[config.mk]
export PLATFORM = sky130hd
export DESIGN_NAME = if_fetch_unit
export DESIGN_NICKNAME = d
export VERILOG_FILES = /design/src/rtl/if_fetch_unit.sv
export SDC_FILE = /design/constraint.sdc
export NUM_CORES = 1
export LEC_CHECK = 0
export ABC_CLOCK_PERIOD_IN_PS = 8029
export CORE_MARGIN = 1
export CORE_UTILIZATION = 40
export CTS_CLUSTER_DIAMETER = 100
export DETAILED_ROUTE_END_ITERATION = 12
export PLACE_DENSITY = 0.63
export SLEW_MARGIN = 20
export SYNTH_ARGS = -nofsm -noshare
export SYNTH_HDL_FRONTEND = slang
export SYNTH_SLANG_ARGS = --single-unit
export TNS_END_PERCENT = 100
[constraint.sdc]
create_clock -name clk -period 8.03 [get_ports clk]
set_clock_uncertainty 0.05 [all_clocks]
set_input_delay 1.2045 -clock clk [delete_from_list [all_inputs] [get_ports clk]]
set_output_delay 1.2045 -clock clk [all_outputs]
set_load 0.01 [all_outputs]
[src/rtl/if_fetch_unit.sv]
// if_fetch_unit: instruction-fetch front end.
//
// Owns the fetch PC and issues one word request per accepted handshake on a
// valid/ack channel whose responses return in order. Returned words are
// buffered in a small FIFO whose head feeds the IF/ID register. Branch/jump
// redirects, interrupt entry and exception return flush the FIFO and cause
// any responses still in flight to be discarded as they arrive.
//
// Ports:
//   clk          system clock, rising edge
//   reset        asynchronous active-low reset
//   pause        IF/ID stall; head is held while 1
//   IntReq       interrupt taken -> redirect to INT_VEC
//   EXLClr       eret executed   -> redirect to epc
//   epc          exception return address
//   br_taken     branch/jump redirect request
//   br_target    branch/jump target
//   imem_req     request valid
//   imem_addr    request word address
//   imem_ack     request accepted this cycle
//   imem_rvalid  response valid (in order)
//   imem_rdata   response word
//   new_code     head instruction, 0 (nop) when empty
//   pc           head PC, fetch PC when empty
//   f_valid      FIFO non-empty
module if_fetch_unit #(
  parameter int unsigned DEPTH    = 2,
  parameter logic [31:0] RESET_PC = 32'h0000_3000,
  parameter logic [31:0] INT_VEC  = 32'h0000_4180
) (
  input  logic        clk,
  input  logic        reset,
  input  logic        pause,
  input  logic        IntReq,
  input  logic        EXLClr,
  input  logic [31:0] epc,
  input  logic        br_taken,
  input  logic [31:0] br_target,
  output logic        imem_req,
  output logic [31:0] imem_addr,
  input  logic        imem_ack,
  input  logic        imem_rvalid,
  input  logic [31:0] imem_rdata,
  output logic [31:0] new_code,
  output logic [31:0] pc,
  output logic        f_valid
);

  // DEPTH is 2..4, so two pointer bits and three count bits always suffice.
  localparam int unsigned PtrW   = (DEPTH > 2) ? 2 : 1;
  localparam logic [3:0]  DepthL = 4'(DEPTH);

  typedef logic [PtrW-1:0] ptr_t;

  function automatic ptr_t ptr_inc(input ptr_t p);
    if (32'(p) == DEPTH - 1) begin
      return '0;
    end
    return p + ptr_t'(1);
  endfunction

  // Architectural state
  logic [31:0] fetch_pc_q, fetch_pc_d;
  logic [2:0]  inflight_q, inflight_d;
  logic [2:0]  discard_q,  discard_d;
  logic [2:0]  count_q,    count_d;
  logic        run_q;

  // Tag FIFO: PCs of live (non-discarded) in-flight requests
  ptr_t        tag_wptr_q, tag_wptr_d;
  ptr_t        tag_rptr_q, tag_rptr_d;
  logic [31:0] tag_mem [DEPTH];

  // Data FIFO: (pc, code) pairs ready for decode
  ptr_t        dat_wptr_q, dat_wptr_d;
  ptr_t        dat_rptr_q, dat_rptr_d;
  logic [31:0] dpc_mem  [DEPTH];
  logic [31:0] dcode_mem[DEPTH];

  // Control
  logic        redirect;
  logic [31:0] target_raw;
  logic [31:0] target;
  logic        pop;
  logic [3:0]  occ;
  logic        issue;
  logic        ack;
  logic        rsp_drop;
  logic        rsp_keep;
  logic        push;

  always_comb begin
    redirect = EXLClr | IntReq | br_taken;
    if (EXLClr) begin
      target_raw = epc;
    end else if (IntReq) begin
      target_raw = INT_VEC;
    end else begin
      target_raw = br_target;
    end
    target = target_raw & ~32'h3;

    f_valid = (count_q != 3'd0);
    pop     = f_valid & ~pause;

    // Credit: words in flight plus buffered, after this cycle's pop, must
    // leave room so every response can be pushed without overflow.
    occ   = {1'b0, inflight_q} + {1'b0, count_q} - {3'b000, pop};
    issue = ~redirect & (occ < DepthL);

    // run_q keeps the request low during reset and the release cycle.
    imem_req  = issue & run_q;
    imem_addr = fetch_pc_q;
    ack       = imem_req & imem_ack;

    rsp_drop = imem_rvalid & (discard_q != 3'd0);
    rsp_keep = imem_rvalid & ~rsp_drop;
    push     = rsp_keep & ~redirect;
  end

  always_comb begin
    fetch_pc_d = fetch_pc_q;
    inflight_d = inflight_q + {2'b00, ack} - {2'b00, imem_rvalid};
    discard_d  = discard_q;
    count_d    = count_q;
    tag_wptr_d = tag_wptr_q;
    tag_rptr_d = tag_rptr_q;
    dat_wptr_d = dat_wptr_q;
    dat_rptr_d = dat_rptr_q;

    if (redirect) begin
      // Everything still outstanding at cycle end is stale. The tag FIFO is
      // emptied since discarded responses never consume a tag.
      fetch_pc_d = target;
      discard_d  = inflight_d;
      count_d    = 3'd0;
      tag_wptr_d = '0;
      tag_rptr_d = '0;
      dat_wptr_d = '0;
      dat_rptr_d = '0;
    end else begin
      if (ack) begin
        fetch_pc_d = fetch_pc_q + 32'd4;
        tag_wptr_d = ptr_inc(tag_wptr_q);
      end
      if (rsp_drop) begin
        discard_d = discard_q - 3'd1;
      end
      if (rsp_keep) begin
        tag_rptr_d = ptr_inc(tag_rptr_q);
      end
      if (push) begin
        dat_wptr_d = ptr_inc(dat_wptr_q);
      end
      if (pop) begin
        dat_rptr_d = ptr_inc(dat_rptr_q);
      end
      count_d = count_q + {2'b00, push} - {2'b00, pop};
    end
  end

  always_ff @(posedge clk or negedge reset) begin
    if (!reset) begin
      fetch_pc_q <= RESET_PC;
      inflight_q <= 3'd0;
      discard_q  <= 3'd0;
      count_q    <= 3'd0;
      run_q      <= 1'b0;
      tag_wptr_q <= '0;
      tag_rptr_q <= '0;
      dat_wptr_q <= '0;
      dat_rptr_q <= '0;
    end else begin
      fetch_pc_q <= fetch_pc_d;
      inflight_q <= inflight_d;
      discard_q  <= discard_d;
      count_q    <= count_d;
      run_q      <= 1'b1;
      tag_wptr_q <= tag_wptr_d;
      tag_rptr_q <= tag_rptr_d;
      dat_wptr_q <= dat_wptr_d;
      dat_rptr_q <= dat_rptr_d;
    end
  end

  // Storage needs no reset: entries are only observed through valid counts.
  always_ff @(posedge clk) begin
    if (ack) begin
      tag_mem[tag_wptr_q] <= fetch_pc_q;
    end
    if (push) begin
      dpc_mem[dat_wptr_q]   <= tag_mem[tag_rptr_q];
      dcode_mem[dat_wptr_q] <= imem_rdata;
    end
  end

  always_comb begin
    if (f_valid) begin
      pc       = dpc_mem[dat_rptr_q];
      new_code = dcode_mem[dat_rptr_q];
    end else begin
      pc       = fetch_pc_q;
      new_code = 32'h0;
    end
  end

endmodule

==> reports/qor.yml <==
cts_hold_buf: 0
dr.first_iter.drc_count: 390
gp_congestion: 0.804
finalNonFillerCells: 1316
grt_antenna_before_repair: 1
via_per_inst: 5.21
ant_nets: 0
ys_ff_latch: 228
arrival_ns: 5.67
ir_worst_vdd_v: 0.000141
synthCells: 781
routed_wl_um: 24100
num_io_pins: 202
cts_setup_buffers: 0
clk_pin_slew_ns: 0.06
grt_pass1_vias: 6584
place_area_mm2: 0.0124
finalSetupTns_ns: 0
setup-violations-final: 0
path_cells: "clkdlybuf4s50_1 -> or2_4 -> o21ai_2 -> nand2_1 -> fa_1 -> nand2_1 -> and2b_2 -> nand3_1 -> o21ai_2 -> nand2_1 -> ha_1 -> inv_1 -> ha_1 -> fa_1 -> xnor2_1 -> xnor2_1 -> nor2_1 -> a21oi_1"
wl_per_cell_um: 18.3
finalCritPeriodShare_pct: 65.6
via_count: 6852
drv_cap: 0
placedCellCount: 1270
hold_viol_final: 0
grt-ovfl-total: 0
drcViolationCount: 0
synthArstFlopShare_pct: 19.3
power_density_mw_per_mm2: 221
grtUsageTotal_pct: 18.8
cp-start-kind: "input pin"
ctsResizeCount: 0
die_area_mm2: 0.0262
crit_path_end_kind: "register"
die_h_um: 162
diodes: 0
drive_above_1_share_pct: 11.2
hold_class: "reg -> reg"
synth_seq_area_share_pct: 64.9
coreArea_mm2: 0.0251
cp_data_required_time_ns: 8.43
clk_path_buf_depth: 3
rows: 58
slew_viol_final: 0
cts_tree: "yes"
nets: 1084
grt_max_degree: 74
start_util_pct: 40.7
max_freq_mhz: 190
numCtsBuffers: 25
stdcell_area_mm2: 0.0132
port-buffer-count: 193
clkSinkCount: 228
htree_levels: 1
p_leak_nw: 4.56
layout_min_cycle_time_ns: 5.27
outcome: "completed"
worst_path_most_repeated_cell: "nand2_1"
area_delta_synth_final_pct: 29.6
rsz0062_at_grt: "no"
syn_area_per_cell_um2: 13.1
max_slew_margin_pct: 31.0
cts_root_buf: "clkbuf_16"
drt_pass1_iterations: 5
hpwl_um: 15400
synth_top_flop_cell: "edfxtp_1"
synth_area_mm2: 0.0102
yosysWarnings: 0
cp_slowest_cell: "o21ai_2"
slowest_delay_ns: 0.71
critPathKind: "in -> reg"
grt_pass1_wl_um: 37900
finish.utilization_pct: 52.7
die_w_um: 162
synth_cell_types: 65
tightest_slew_ns: 1.03
synth_edf_count: 184
worstSkewPairLatency_ns: 0.52
crit_fanout: 18
==> report_power, final <==
group	total, mW	leakage (nW)	switching [mW]	internal [mW]
Sequential	1.39	2.20	0.0578	1.33
Combinational	0.434	1.96	0.217	0.216
Clock	1.11	0.393	0.449	0.661
==> kinds of logic after synthesis <==
kind of cell             after synthesis  share of synthesized area [%]
other                                  2                         0.0735
AND/OR/NAND/NOR                      187                           8.92
multiplexers                          93                           9.49
buffers and inverters                 70                           3.20
flip-flops                           228                           64.9
AO/OA/AOI/OAI                        176                           10.6
XOR/XNOR                              12                           1.03
adder cells (fa/ha/maj)               13                           1.81
==> synthesized netlist by cell type (7+ instances only) <==
cell        n  area, um2
a211oi_1   10       75.1
ha_1       10        125
buf_1      10       37.5
xnor2_1     8       70.1
nand3_1    10       50.1
inv_1      24       90.1
o21ai_0    61        305
buf_4       7       52.6
edfxtp_1  184       5530
nand2_1    62        233
clkbuf_1   20       75.1
a31oi_1     9       56.3
o31ai_1    11       82.6
a21oi_1    46        230
a22oi_1     8       60.1
mux2i_1    62        621
nor2_1     65        244
dfrtp_1    42       1050
mux2_2     31        349
==> area by class of cell <==
type                       count  area [um2]
clock buffer                  36         727
sequential                   228        6630
timing repair buffer         202        1990
clock inverter                10        85.1
fill                        2167       11900
tap                          330         413
inverter                      24        90.1
multi-input combinational    486        3290
==> placed cells by master (no fill, tap or decap), types with 4 or more instances in the layout <==
| cell type | n |
|---|---|
| nor2b_1 | 4 |
| dfrtp_1 | 41 |
| clkbuf_1 | 5 |
| nand2_1 | 62 |
| mux2i_1 | 62 |
| a211oi_1 | 10 |
| clkbuf_16 | 25 |
| clkbuf_8 | 6 |
| o21ai_0 | 61 |
| nor2_1 | 64 |
| ha_1 | 10 |
| buf_4 | 10 |
| xor2_1 | 4 |
| a31oi_1 | 9 |
| clkdlybuf4s50_1 | 191 |
| a221oi_1 | 5 |
| and3_1 | 6 |
| and2_1 | 5 |
| clkinv_2 | 4 |
| conb_1 | 5 |
| mux2_2 | 31 |
| edfxtp_1 | 184 |
| inv_1 | 24 |
| o31ai_1 | 11 |
| xnor2_1 | 8 |
| nand3_1 | 10 |
| nand4_1 | 5 |
| a22oi_1 | 8 |
| a21oi_1 | 46 |
| a22o_1 | 4 |
==> stage by stage <==
stage	power [mW]	setup slack (ns)	hold WS [ns]
2_1_floorplan	1.64	0.945	0.463
3_3_place_gp	1.84	2.28	0.475
3_5_place_dp	1.85	2.20	0.481
4_1_cts	2.96	2.75	0.499
5_1_grt	3.06	2.44	0.519
6_report	2.93	2.76	0.495
==> path summary, 6_finish.rpt <==
path                                         from                       end  slack (ns)  depth (start not counted)
max                                         pause  discard_q[2]$_DFFE_PN0P_        2.76                         18
min                        tag_rptr_q$_DFFE_PN0P_    tag_rptr_q$_DFFE_PN0P_        0.50                          2
max reg2reg                  count_q[0]$_DFF_PN0_  discard_q[2]$_DFFE_PN0P_        3.54                         17
min reg2reg                tag_rptr_q$_DFFE_PN0P_    tag_rptr_q$_DFFE_PN0P_        0.50                          2
max in group asynchronous                   reset    dat_rptr_q$_DFFE_PN0P_        6.82                          1
min in group asynchronous                   reset  discard_q[2]$_DFFE_PN0P_        0.63                          1
==> per-layer routing <==
metal | track usage (%) | share of wire (%)
met1 | 25.6 | 45
met2 | 31.0 | 48
met3 | 3.40 | 6.0
met4 | 4.46 | 1.6
met5 | 0 | 0.054
==> worst max-delay path, delay by kind of cell <==
kind | cells | cell delay (ns)
xor gates and xnor gates | 2 | 0.34
adders and majority gates | 4 | 1.40
AOI/OAI and AO/OA | 3 | 1.05
buffers and inverters | 2 | 0.52
and+or+nand+nor | 7 | 1.15
==> registers in the layout, summed over array words and instances, names as in the netlist, 3 cells and up <==
signal,flops
count_q,3
dcode_mem,64
discard_q,3
dpc_mem,60
imem_addr,30
inflight_q,3
tag_mem,60
(Power assumes the default switching activity.)
